## config.mk

```make
export PLATFORM = sky130hd
export DESIGN_NAME = sfft_stream_controller
export DESIGN_NICKNAME = d
export VERILOG_FILES = /design/src/rtl/sfft_ctrl_pkg.sv /design/src/rtl/sfft_frame_buffer.sv /design/src/rtl/sfft_stream_controller.sv
export SDC_FILE = /design/constraint.sdc
export NUM_CORES = 1
export LEC_CHECK = 0
export CORE_MARGIN = 5
export CORE_UTILIZATION = 40
export CTS_BUF_LIST = sky130_fd_sc_hd__clkbuf_4 sky130_fd_sc_hd__clkbuf_8 sky130_fd_sc_hd__clkbuf_16
export DETAILED_ROUTE_END_ITERATION = 16
export PLACE_DENSITY_LB_ADDON = 0.3
export SYNTH_ARGS = -nofsm -noshare
export SYNTH_HDL_FRONTEND = slang
export SYNTH_SLANG_ARGS = --single-unit
```

## constraint.sdc

```tcl
create_clock -name clk -period 2.08 [get_ports clk]
set_input_delay 0.208 -clock clk [delete_from_list [all_inputs] [get_ports clk]]
set_output_delay 0.208 -clock clk [all_outputs]
set_load 0.02 [all_outputs]
```

## src/rtl/sfft_ctrl_pkg.sv

```systemverilog
// Shared types and widths for the SFFT stream controller.
// Widths come from the global_variables.sv macros; the fallbacks below cover standalone builds.
`ifndef NFFT
`define NFFT 16
`endif
`ifndef nFFT
`define nFFT 4
`endif
`ifndef SFFT_INPUT_WIDTH
`define SFFT_INPUT_WIDTH 16
`endif
`ifndef SFFT_OUTPUT_WIDTH
`define SFFT_OUTPUT_WIDTH 16
`endif

package sfft_ctrl_pkg;

    localparam int unsigned NFFT   = `NFFT;
    localparam int unsigned ADDR_W = `nFFT;
    localparam int unsigned IN_W   = `SFFT_INPUT_WIDTH;
    localparam int unsigned OUT_W  = `SFFT_OUTPUT_WIDTH;

    typedef enum logic [1:0] {IDLE, ADV_HIGH, GAP} launch_state_t;
    typedef enum logic       {EMPTY, FULL}         capture_state_t;

    // One complete spectrum as presented on the pipeline's SFFT_Out bus.
    typedef logic [NFFT-1:0][OUT_W-1:0] spectrum_t;

endpackage

```

## src/rtl/sfft_frame_buffer.sv

```systemverilog
// Parallel-load spectrum store with a registered single read port.
// A read in the same cycle as a load returns the pre-load contents.
module sfft_frame_buffer
    import sfft_ctrl_pkg::*;
(
    input  logic              clk,
    input  logic              reset,
    input  logic              load,
    input  spectrum_t         load_data,
    input  logic [ADDR_W-1:0] rd_addr,
    output logic [OUT_W-1:0]  rd_data
);

    spectrum_t        mem_q, mem_d;
    logic [OUT_W-1:0] rd_data_q, rd_data_d;

    always_comb begin
        mem_d     = mem_q;
        rd_data_d = mem_q[rd_addr];
        if (load) begin
            mem_d = load_data;
        end
    end

    always_ff @(posedge clk or negedge reset) begin
        if (!reset) begin
            mem_q     <= '0;
            rd_data_q <= '0;
        end else begin
            mem_q     <= mem_d;
            rd_data_q <= rd_data_d;
        end
    end

    assign rd_data = rd_data_q;

endmodule

```

## src/rtl/sfft_stream_controller.sv

```systemverilog
// Sequences SFFT pipeline launches and snapshots completed spectra for a bin-by-bin reader.
// Optional frame decimation is enabled with `SFFT_DECIMATE_EN.
module sfft_stream_controller
    import sfft_ctrl_pkg::*;
#(
    parameter int unsigned ADV_HIGH_CYCLES = 2,
    parameter int unsigned ADV_MIN_GAP     = NFFT / 2 + 4,
    parameter int unsigned FRAME_HOP       = 4,
    parameter int unsigned CNT_W           = 16
) (
    input  logic              clk,
    input  logic              reset,
    input  logic              sample_valid,
    input  logic [IN_W-1:0]   sample_data,
    output logic              sample_ready,
    output logic [IN_W-1:0]   sfft_sample,
    output logic              sfft_advance,
    input  spectrum_t         sfft_out,
    input  logic              sfft_out_valid,
    output logic              frame_valid,
    input  logic              frame_ack,
    input  logic [ADDR_W-1:0] bin_addr,
    output logic [OUT_W-1:0]  bin_data,
    output logic [CNT_W-1:0]  frame_seq,
    output logic [CNT_W-1:0]  overrun_cnt
);

    localparam int unsigned LCNT_MAX = (ADV_MIN_GAP > ADV_HIGH_CYCLES) ? ADV_MIN_GAP : ADV_HIGH_CYCLES;
    localparam int unsigned LCNT_W   = $clog2(LCNT_MAX + 1);

    if (ADV_HIGH_CYCLES < 1 || ADV_MIN_GAP < 1 || FRAME_HOP < 1) begin : g_param_check
        $error("sfft_stream_controller: ADV_HIGH_CYCLES, ADV_MIN_GAP and FRAME_HOP must be >= 1");
    end

    launch_state_t   launch_q, launch_d;
    logic [LCNT_W-1:0] lcnt_q, lcnt_d;
    logic [IN_W-1:0] sample_q, sample_d;
    logic            sample_ready_q, sample_ready_d;
    logic            advance_q, advance_d;
    logic            accept_c;

    capture_state_t  cap_q, cap_d;
    logic [CNT_W-1:0] frame_seq_q, frame_seq_d;
    logic [CNT_W-1:0] overrun_cnt_q, overrun_cnt_d;
    logic            frame_valid_q, frame_valid_d;
    logic            candidate_c;
    logic            capture_c;

    // Launch sequencing: one accepted sample per advance pulse, then a compute gap.
    always_comb begin
        launch_d = launch_q;
        lcnt_d   = lcnt_q;
        sample_d = sample_q;
        accept_c = sample_ready_q && sample_valid;
        unique case (launch_q)
            IDLE: begin
                if (accept_c) begin
                    sample_d = sample_data;
                    launch_d = ADV_HIGH;
                    lcnt_d   = '0;
                end
            end
            ADV_HIGH: begin
                if (lcnt_q == LCNT_W'(ADV_HIGH_CYCLES - 1)) begin
                    launch_d = GAP;
                    lcnt_d   = '0;
                end else begin
                    lcnt_d = lcnt_q + LCNT_W'(1);
                end
            end
            GAP: begin
                if (lcnt_q == LCNT_W'(ADV_MIN_GAP - 1)) begin
                    launch_d = IDLE;
                    lcnt_d   = '0;
                end else begin
                    lcnt_d = lcnt_q + LCNT_W'(1);
                end
            end
            default: launch_d = IDLE;
        endcase
        sample_ready_d = (launch_d == IDLE);
        advance_d      = (launch_d == ADV_HIGH);
    end

`ifdef SFFT_DECIMATE_EN
    localparam int unsigned HOP_W = $clog2(FRAME_HOP + 1);

    logic [HOP_W-1:0] hop_q, hop_d;

    always_comb begin
        hop_d = hop_q;
        if (sfft_out_valid) begin
            hop_d = (hop_q == HOP_W'(FRAME_HOP - 1)) ? '0 : hop_q + HOP_W'(1);
        end
    end

    always_ff @(posedge clk or negedge reset) begin
        if (!reset) begin
            hop_q <= '0;
        end else begin
            hop_q <= hop_d;
        end
    end

    assign candidate_c = sfft_out_valid && (hop_q == '0);
`else
    assign candidate_c = sfft_out_valid;
`endif

    // Capture: an ack in the same cycle as a new spectrum frees the slot for it.
    always_comb begin
        cap_d         = cap_q;
        frame_seq_d   = frame_seq_q;
        overrun_cnt_d = overrun_cnt_q;
        capture_c     = 1'b0;
        unique case (cap_q)
            EMPTY: begin
                if (candidate_c) begin
                    capture_c = 1'b1;
                    cap_d     = FULL;
                end
            end
            FULL: begin
                if (candidate_c && frame_ack) begin
                    capture_c = 1'b1;
                end else if (candidate_c) begin
                    if (overrun_cnt_q != '1) begin
                        overrun_cnt_d = overrun_cnt_q + CNT_W'(1);
                    end
                end else if (frame_ack) begin
                    cap_d = EMPTY;
                end
            end
            default: cap_d = EMPTY;
        endcase
        if (capture_c) begin
            frame_seq_d = frame_seq_q + CNT_W'(1);
        end
        frame_valid_d = (cap_d == FULL);
    end

    always_ff @(posedge clk or negedge reset) begin
        if (!reset) begin
            launch_q       <= IDLE;
            lcnt_q         <= '0;
            sample_q       <= '0;
            sample_ready_q <= 1'b0;
            advance_q      <= 1'b0;
            cap_q          <= EMPTY;
            frame_seq_q    <= '0;
            overrun_cnt_q  <= '0;
            frame_valid_q  <= 1'b0;
        end else begin
            launch_q       <= launch_d;
            lcnt_q         <= lcnt_d;
            sample_q       <= sample_d;
            sample_ready_q <= sample_ready_d;
            advance_q      <= advance_d;
            cap_q          <= cap_d;
            frame_seq_q    <= frame_seq_d;
            overrun_cnt_q  <= overrun_cnt_d;
            frame_valid_q  <= frame_valid_d;
        end
    end

    sfft_frame_buffer u_frame_buffer (
        .clk       (clk),
        .reset     (reset),
        .load      (capture_c),
        .load_data (sfft_out),
        .rd_addr   (bin_addr),
        .rd_data   (bin_data)
    );

    assign sample_ready = sample_ready_q;
    assign sfft_sample  = sample_q;
    assign sfft_advance = advance_q;
    assign frame_valid  = frame_valid_q;
    assign frame_seq    = frame_seq_q;
    assign overrun_cnt  = overrun_cnt_q;

endmodule

```

; Word-level counts from Yosys, hierarchy flattened
; Cells that the tools add are included.
[word_totals]
regBits = 329
in_bits = 281
[op_classes]
n_lt_le_gt_ge = 1
bitwise = 2
n_addsub = 3
muxes = 17
eq_ne = 7
reduce_logical = 8
[ops]
columns = op, count
row1 = binary-select mux 16 bit (select 4 bit), 1
row2 = "adder 16 x 1 -> 16 bit, second input constant", 2
row3 = 2-to-1 mux 16 bit, 1
row4 = "inequality test 16 bit, second input constant", 1
row5 = 2-to-1 mux 4 bit, 3
row6 = one-hot mux 4 bit (3 select lines), 1
row7 = 2-to-1 mux 2 bit, 3
row8 = one-hot mux 2 bit (3 select lines), 1
row9 = "less-than comparator 4 x 5 -> 1 bit, second input constant", 1
row10 = 2-to-1 mux 1 bit, 5
row11 = "adder 4 x 1 -> 4 bit, second input constant", 1
row12 = "== test 2 x 1 -> 1 bit, second input constant", 2
row13 = "== test 4 x 1 -> 1 bit, second input constant", 1
row14 = "== test 4 bit, second input constant", 1
row15 = zero test 2 bit, 2
row16 = one-hot mux 1 bit (2 select lines), 2
row17 = AND reduction 2 bit, 2
row18 = AND reduction 4 bit, 1
row19 = nonzero test 3 bit, 1
row20 = "== test 2 bit, second input constant", 1
row21 = logical AND 1 bit, 2
row22 = "inequality test 2 bit, second input constant", 1
row23 = NOT 1 bit, 2

; Longest topological paths before layout
; Gate-level depths: netlist (run 1).
[depth]
word_depth = 4
depth_mapped = 7
ltp_nobuf = 6

; Cells and area by module
; From an unflattened synthesis (run 1), not the netlist that was laid out.
[unflattened]
hier_cells = 911
hier_area_um2 = 14425.1
[modules_own_cells]
columns = module, seq_area_each_um2, n_inst, area_per_inst_um2, cells_each
row1 = sfft_frame_buffer, 6806.5, 1, 11801.3, 693
row2 = sfft_stream_controller, 1426.4, 1, 2623.8, 218

; Least setup slack after synthesis (run 1)
; Ideal clock, no wire load.
[synth_path]
path_type = reg-to-reg
start = register launch_q[0]
end = register sample_q[10], in the netlist sfft_sample[10]
path_stages_with_launch = 6
period_less_slack_ns = 1.777
setup_slack_ns = 0.303
t_arrival_ns = 1.652
setup_ns = 0.125
path_cell_list = dfrtp_1 inv_1 ha_1 nand3_1 clkbuf_1 mux2_2
[synth_via]
elab_chain_len = 2
[synth_rtl]
columns = element, line_no
row1 = from (decl), sfft_stream_controller.sv:35  ; launch_state_t launch_q, launch_d;
row2 = from (signal assigned), sfft_stream_controller.sv:154  ; launch_q <= launch_d;
row3 = zero test 2 bit, sfft_stream_controller.sv:55  ; unique case (launch_q)
row4 = AND reduction 2 bit (no line), -
row5 = to (signal assigned), sfft_stream_controller.sv:156  ; sample_q <= sample_d;
row6 = to (decl), sfft_stream_controller.sv:37  ; logic [IN_W-1:0] sample_q, sample_d;
; Every way passes these cells.
; A chain may end at the register's enable or synchronous reset.

; Worst setup path after layout (run 1)
[layout_path]
start = register launch_q[0]
end = register lcnt_q[1]
[layout_via]
elab_chain_len = 3
word_cells_on_any_way = 7
cone_classes = 3 x eq/ne / 1 x mux / 3 x reduce/logical
[layout_rtl]
columns = element, line_no
row1 = == test 2 bit (tied with other cells), sfft_stream_controller.sv:55
row2 = nonzero test 3 bit (no line) or inequality test 2 bit (tied branches), -
row3 = AND reduction 2 bit (no line), -
row4 = to (signal assigned), sfft_stream_controller.sv:155  ; lcnt_q <= lcnt_d;
row5 = to (decl), sfft_stream_controller.sv:36  ; logic [LCNT_W-1:0] lcnt_q, lcnt_d;
; Several ways; a longest one is shown, not always the timed one.

==> results.ini, run 1 <==
[outcome]
status=finished, final reports clean

[critical_path]
r2r_cells=6
rrSetupSlack_ps=190
reg2reg_from=launch_q[0]
critical_path_arrival_ps=2310
rr_endpoint=lcnt_q[1]
end_kind=flop
critPathKind=flop to flop
critPathMaxFanout=4
crit_chain=inv_1, ha_1, nor4b_1, or4b_1, or3_1, o21ai_0
crit_path_start_kind=flop
cp_slowest_cell=or4b_1
cp.required_ps=2500
slowest_delay_ps=560

[cells_and_area]
final_cell_area_sq_um=20090
fin_util_pct=56.21
multi_input_area_sq_um=5917
seqCellArea_sq_um=8233
nFillCells=3077
area.growth.synth_to_final_pct=38.13
drive_gt1_share_pct=10.44
nNetsFinal=2065

[sta]
slew_headroom_pct=68.90
final_hold_viol_count=0
worst_slew_pin_slew_ps=466.5
setup_viol=0
fmax_mhz=529.3
period_needed_ps=1889
period_share_pct=90.82
setup_tns_ps=0
rsz0062_at_grt=no
final_max_slew_viol_count=0
clock_skew_ps=11.92

[die]
core_area_sq_um=35740
num_io_pins=348
initial_core_util_pct=40.70
die_w_um=200.7
die_h_um=200.7
dieArea_sq_um=40280
rows=69

[placement]
gp_congestion=0.8504
dp_hpwl_mm=33.40
dpl_cell_area_sq_um=18820
io_buffers=347

[min_path]
hold_class=input port to asynchronous set/reset pin

[grt]
track_usage_pct=21.75
grt_pass1_vias=11940
grt_max_degree=67
antenna_found_initial=1
grt-ovfl-total=0
grt_first_pass_wirelength_mm=69.28

[synthesis]
synth_area_leader_cell=dfrtp_1
yosys_warnings=0
synth_edf_count=0
syn_area_per_cell_sq_um=10.26
synth-main-ff-cell=dfrtp_1
synthTopCellsByArea=dfrtp_1 (57%), nand2_1 (20%), mux4_2 (8.2%)
ys_ff_latch=329
synthCells=1418
yosys.cell_count.top_type=nand2_1
synth_top_area_share_pct=56.60
synth_seq_area_share_pct=56.60
syn-num-nets=1708
async_flop_share_pct=100.0
synthesis.area_sq_um=14550
ys_types=44
synth_common_cells=nand2_1 (784), dfrtp_1 (329), mux4_2 (53)

[clock_network]
post_cts_resized=0
cts-htree-levels=2
cts_buffers=37
clk_pin_slew_ps=60
cts_root_buf=clkbuf_16
cts_tree=yes
cts_max_path_buffers=3
clock_sinks=329
insertion_delay_ps=510
hold_buffers=1
cts_setup_buffers=0

[power_and_ir_drop]
vdd_ir_drop_max_v=0.0005661
power_density_nw_per_um2=960.9
p_leak_nw=9.660
power_mw=19.31

[detailed_routing]
drt_pass1_iterations=4
drc=0
drt_wl_total_mm=44.06
wl_per_cell_um=19.48
route.vias.total=11440
ant_nets=0
via_per_inst=5.056
drtIter0Drc=759

[job]
max-cap-violations=0

[metrics by stage]
stage	setup WS (ps)	cells	hold slack, ps
4_1_cts	217.6	2261	203.9
6_report	190.9	2262	225.8
3_3_place_gp	143.2	2196	169.8
3_5_place_dp	125.7	2196	169.8
5_1_grt	113.4	2262	222.4
2_1_floorplan	303.1	1418	-87.59
[critical path, delay by kind of cell (launching register included)]
kind / cells / cell delay, ps
adders and majority gates: 1 / 200
DFF: 1 / 430
AOI/OAI and AO/OA: 1 / 90
buffers and inverters: 1 / 130
and+or+nand+nor: 3 / 950
[layer usage]
metal	global-route usage [%]	vias up	wire, um
met5	0	-	0
met4	7.104	0	1459
met3	4.620	77	3035
met2	33.94	419	20330
met1	30.74	5609	19230
li1	-	5332	-
[registers in the layout, summed over array words and instances (netlist names)]
register / cells
sfft_advance: 1
lcnt_q: 4
sfft_sample: 16
u_frame_buffer.mem_q: 256
overrun_cnt: 16
u_frame_buffer.rd_data: 16
frame_seq: 16
frame_valid: 1
sample_ready: 1
launch_q: 2
[cells by family after synthesis]
group,count (synthesis),share of synthesized area [%]
muxes,97,14.39
and+or+nand+nor,841,22.55
adders and majority gates,9,0.7742
DFF,329,56.60
AOI/OAI and AO/OA,27,1.153
buffers and inverters,86,2.787
xor gates and xnor gates,29,1.746
[final cells by class]
| cell class | count | share of cell area [%] |
|---|---|---|
| antenna | 1 | 0.01245 |
| timing repair buffer | 396 | 20.25 |
| sequential | 329 | 40.98 |
| multi-input combinational | 1003 | 29.45 |
| clock buffer | 55 | 5.549 |
| clock inverter | 9 | 0.7411 |
| inverter | 8 | 0.1495 |
| tap | 461 | 2.871 |
[worst max path at each step]
stage	startpoint	to	slack [ps]	depth (start not counted)
floorplan	launch_q[0]	sfft_sample[10]	300	5
global placement	bin_addr[0]	u_frame_buffer.rd_data[10]	140	4
detailed placement	bin_addr[0]	u_frame_buffer.rd_data[10]	130	4
CTS	overrun_cnt[3]	overrun_cnt[3]	220	1
global route	overrun_cnt[5]	overrun_cnt[1]	110	4
finish	launch_q[0]	lcnt_q[1]	190	6
[power by group]
group	switching, mW	internal [mW]
registers	0.706	7.45
logic	2.13	2.31
clock network	2.51	4.21
total	5.34	14.0
[layout by cell type, fill, tap and decap left out, types with 3 or more instances in the layout]
master           synthesis  final
a21oi_1                  4      4
and3_1                   5      5
and4_1                   4      4
buf_12                   0     18
buf_4                    3     32
bufinv_16                0      4
clkbuf_16                0     39
clkbuf_4                 0     13
clkbuf_8                 0      3
clkdlybuf4s50_1          0    344
clkinv_2                 0      4
dfrtp_1                329    329
ha_1                     9      9
inv_1                    8      8
mux2_2                  17     17
mux4_1                  26     26
mux4_2                  53     53
nand2_1                784    783
nand3_1                 13     13
nand4_1                  7      7
nor2_1                   9      9
nor3_1                   6      6
o21ai_0                 11     11
xnor2_1                 23     23
xor2_1                   6      6
Note: power is estimated with default switching activity, not from simulation.
==> run 2, diff against run 1 <==
--- a/config.mk
+++ b/config.mk
@@ -9,6 +9,7 @@
 export CORE_UTILIZATION = 40
 export CTS_BUF_LIST = sky130_fd_sc_hd__clkbuf_4 sky130_fd_sc_hd__clkbuf_8 sky130_fd_sc_hd__clkbuf_16
 export DETAILED_ROUTE_END_ITERATION = 16
+export MAX_ROUTING_LAYER = met4
 export PLACE_DENSITY_LB_ADDON = 0.3
 export SYNTH_ARGS = -nofsm -noshare
 export SYNTH_HDL_FRONTEND = slang
==> results.ini, run 2 (synthesis gave the netlist of run 1 again) <==
[cells_and_area]
final_common_cell=nand2_1
largest_reg_flops=256  ; unchanged
nNetsFinal=2065  ; unchanged
multi_input_area_sq_um=5917  ; unchanged
final_cell_mix=nand2_1 (783), clkdlybuf4s50_1 (344), dfrtp_1 (329)
area.growth.synth_to_final_pct=38.15  ; about the same
regMostFlops=u_frame_buffer.mem_q
drive_gt1_share_pct=10.44  ; unchanged
seqCellArea_sq_um=8233  ; unchanged
nFillCells=3078  ; +0.032%

[clock_network]
cts-htree-levels=2  ; unchanged
cts_root_buf=clkbuf_16
cts_buffers=37  ; unchanged
cts_max_path_buffers=3  ; unchanged
clock_sinks=329  ; unchanged
clk_pin_slew_ps=60  ; about the same
cts_setup_buffers=0  ; unchanged
hold_buffers=1  ; unchanged
post_cts_resized=0  ; unchanged
insertion_delay_ps=510  ; about the same
cts_tree=yes

[sta]
final_hold_viol_count=0  ; unchanged
postLayoutSetupSlackWorst_ps=199.8  ; +8.886 ps
period_needed_ps=1880  ; -8.886 ps
final_max_slew_viol_count=0  ; unchanged
setup_viol=0  ; unchanged
rsz0062_at_grt=no
slew_headroom_pct=68.48  ; -0.42 points
worst_slew_pin_slew_ps=472.8  ; +6.364 ps
fmax_mhz=531.8  ; +0.47%
clock_skew_ps=10.31  ; -1.610 ps
setup_tns_ps=0  ; unchanged
period_share_pct=90.40  ; -0.43 points

[critical_path]
slowest_delay_ps=560  ; about the same
critPathMaxFanout=4  ; unchanged
end_kind=flop
critPathKind=flop to flop
crit_chain=inv_1, ha_1, nor4b_1, or4b_1, or3_1, o21ai_0
path_buf_inv=1  ; unchanged
crit_path_start_kind=flop
path_delay_family=simple AND/OR/NAND/NOR gates
cp_slowest_cell=or4b_1
critical_path_arrival_ps=2300  ; about the same
cp.required_ps=2500  ; about the same

[die]
rows=69  ; unchanged
dieArea_sq_um=40280  ; unchanged
num_io_pins=348  ; unchanged
die_w_um=200.7  ; unchanged
die_h_um=200.7  ; unchanged
initial_core_util_pct=40.70  ; unchanged
core_area_sq_um=35740  ; unchanged

[power_and_ir_drop]
p_leak_nw=9.660  ; about the same
vdd_ir_drop_max_v=0.0005619  ; -0.74%
power_density_nw_per_um2=961.5  ; about the same

[grt]
grt_first_pass_wirelength_mm=69.31  ; about the same
grt-ovfl-total=0  ; unchanged
grt_pass1_vias=11920  ; -0.16%
antenna_found_initial=1  ; unchanged
grt_max_degree=67  ; unchanged
track_usage_pct=22.43  ; +0.68 points

[detailed_routing]
route.vias.total=11420  ; -0.13%
drtIter0Drc=937  ; +23%
ant_nets=0  ; unchanged
wl_per_cell_um=19.50  ; +0.11%
drc=0  ; unchanged
drt_pass1_iterations=5  ; +1
drt_wl_total_mm=44.12  ; +0.15%
via_per_inst=5.047  ; -0.18%

[placement]
dp_hpwl_mm=33.40  ; unchanged
io_buffers=347  ; unchanged
gp_congestion=0.8639  ; +1.6%
pre_cts_ws_ps=125.7  ; unchanged

[outcome]
status=finished, final reports clean

[min_path]
hold_class=input port to flop

[job]
max-cap-violations=0  ; unchanged

==> run 2: changes by cell type in the layout (fill, tap and decap cells not counted) <==
cell	change
diode_2	+1
==> run 2: worst register-to-register path, stage by stage (launching register included) <==
cell and delay [ps]:
dfrtp_1 430, inv_1 130, ha_1 200, nor4b_1 70
or4b_1 560, or3_1 320, o21ai_0 80
==> run 2: final cells by class <==
type	count	share of cell area, %
Clock buffer	55	5.548
Antenna cell	2	0.02491
Inverter	8	0.1494
Multi-Input combinational cell	1003	29.45
Timing Repair Buffer	396	20.25
Sequential cell	329	40.97
Clock inverter	9	0.7410
Tap cell	461	2.870
==> run 2: layer usage <==
layer  share of wire (%)  GRT usage (%)  vias to the layer above  routed length, um
li1                    -              -                     5332                  -
met1                  44          31.02                     5604              19360
met2                  47          33.94                      409              20620
met3                 6.5          4.297                       77               2871
met4                 2.9          7.104                        0               1279
met5                   0              -                        -                  0
==> run 2: where the power goes <==
part,total [mW],leakage (nW),internal [mW],switching [mW]
combinational,4.45,4.97,2.31,2.13
sequential,8.16,4.06,7.45,0.707
clock,6.72,0.639,4.21,2.51
==> run 2: final timing paths <==
path                                                 from                         to  slack (ps)  cells after the start
min in group asynchronous                           reset             sfft_sample[1]         230                      2
worst max-delay path                          launch_q[0]                  lcnt_q[1]         200                      6
worst min-delay path                        sfft_out[255]  u_frame_buffer.mem_q[255]         220                      3
max in group asynchronous                           reset    u_frame_buffer.mem_q[7]        1130                      3
worst min register to register  u_frame_buffer.mem_q[222]  u_frame_buffer.mem_q[222]         470                      2
worst max register to register                launch_q[0]                  lcnt_q[1]         200                      6
==> run 2: stage by stage <==
step           power (mW)  util [%]  area, sq um  hold slack (ps)  std cells
2_1_floorplan       10.39         -        14550           -87.59       1418
3_3_place_gp        12.61     52.64        18820            169.8       2196
3_5_place_dp        12.73     52.64        18820            169.8       2196
4_1_cts             19.53     56.21        20090            203.9       2261
5_1_grt             20.28     56.21        20090            222.2       2262
6_report            19.32     56.22        20090            222.8       2263
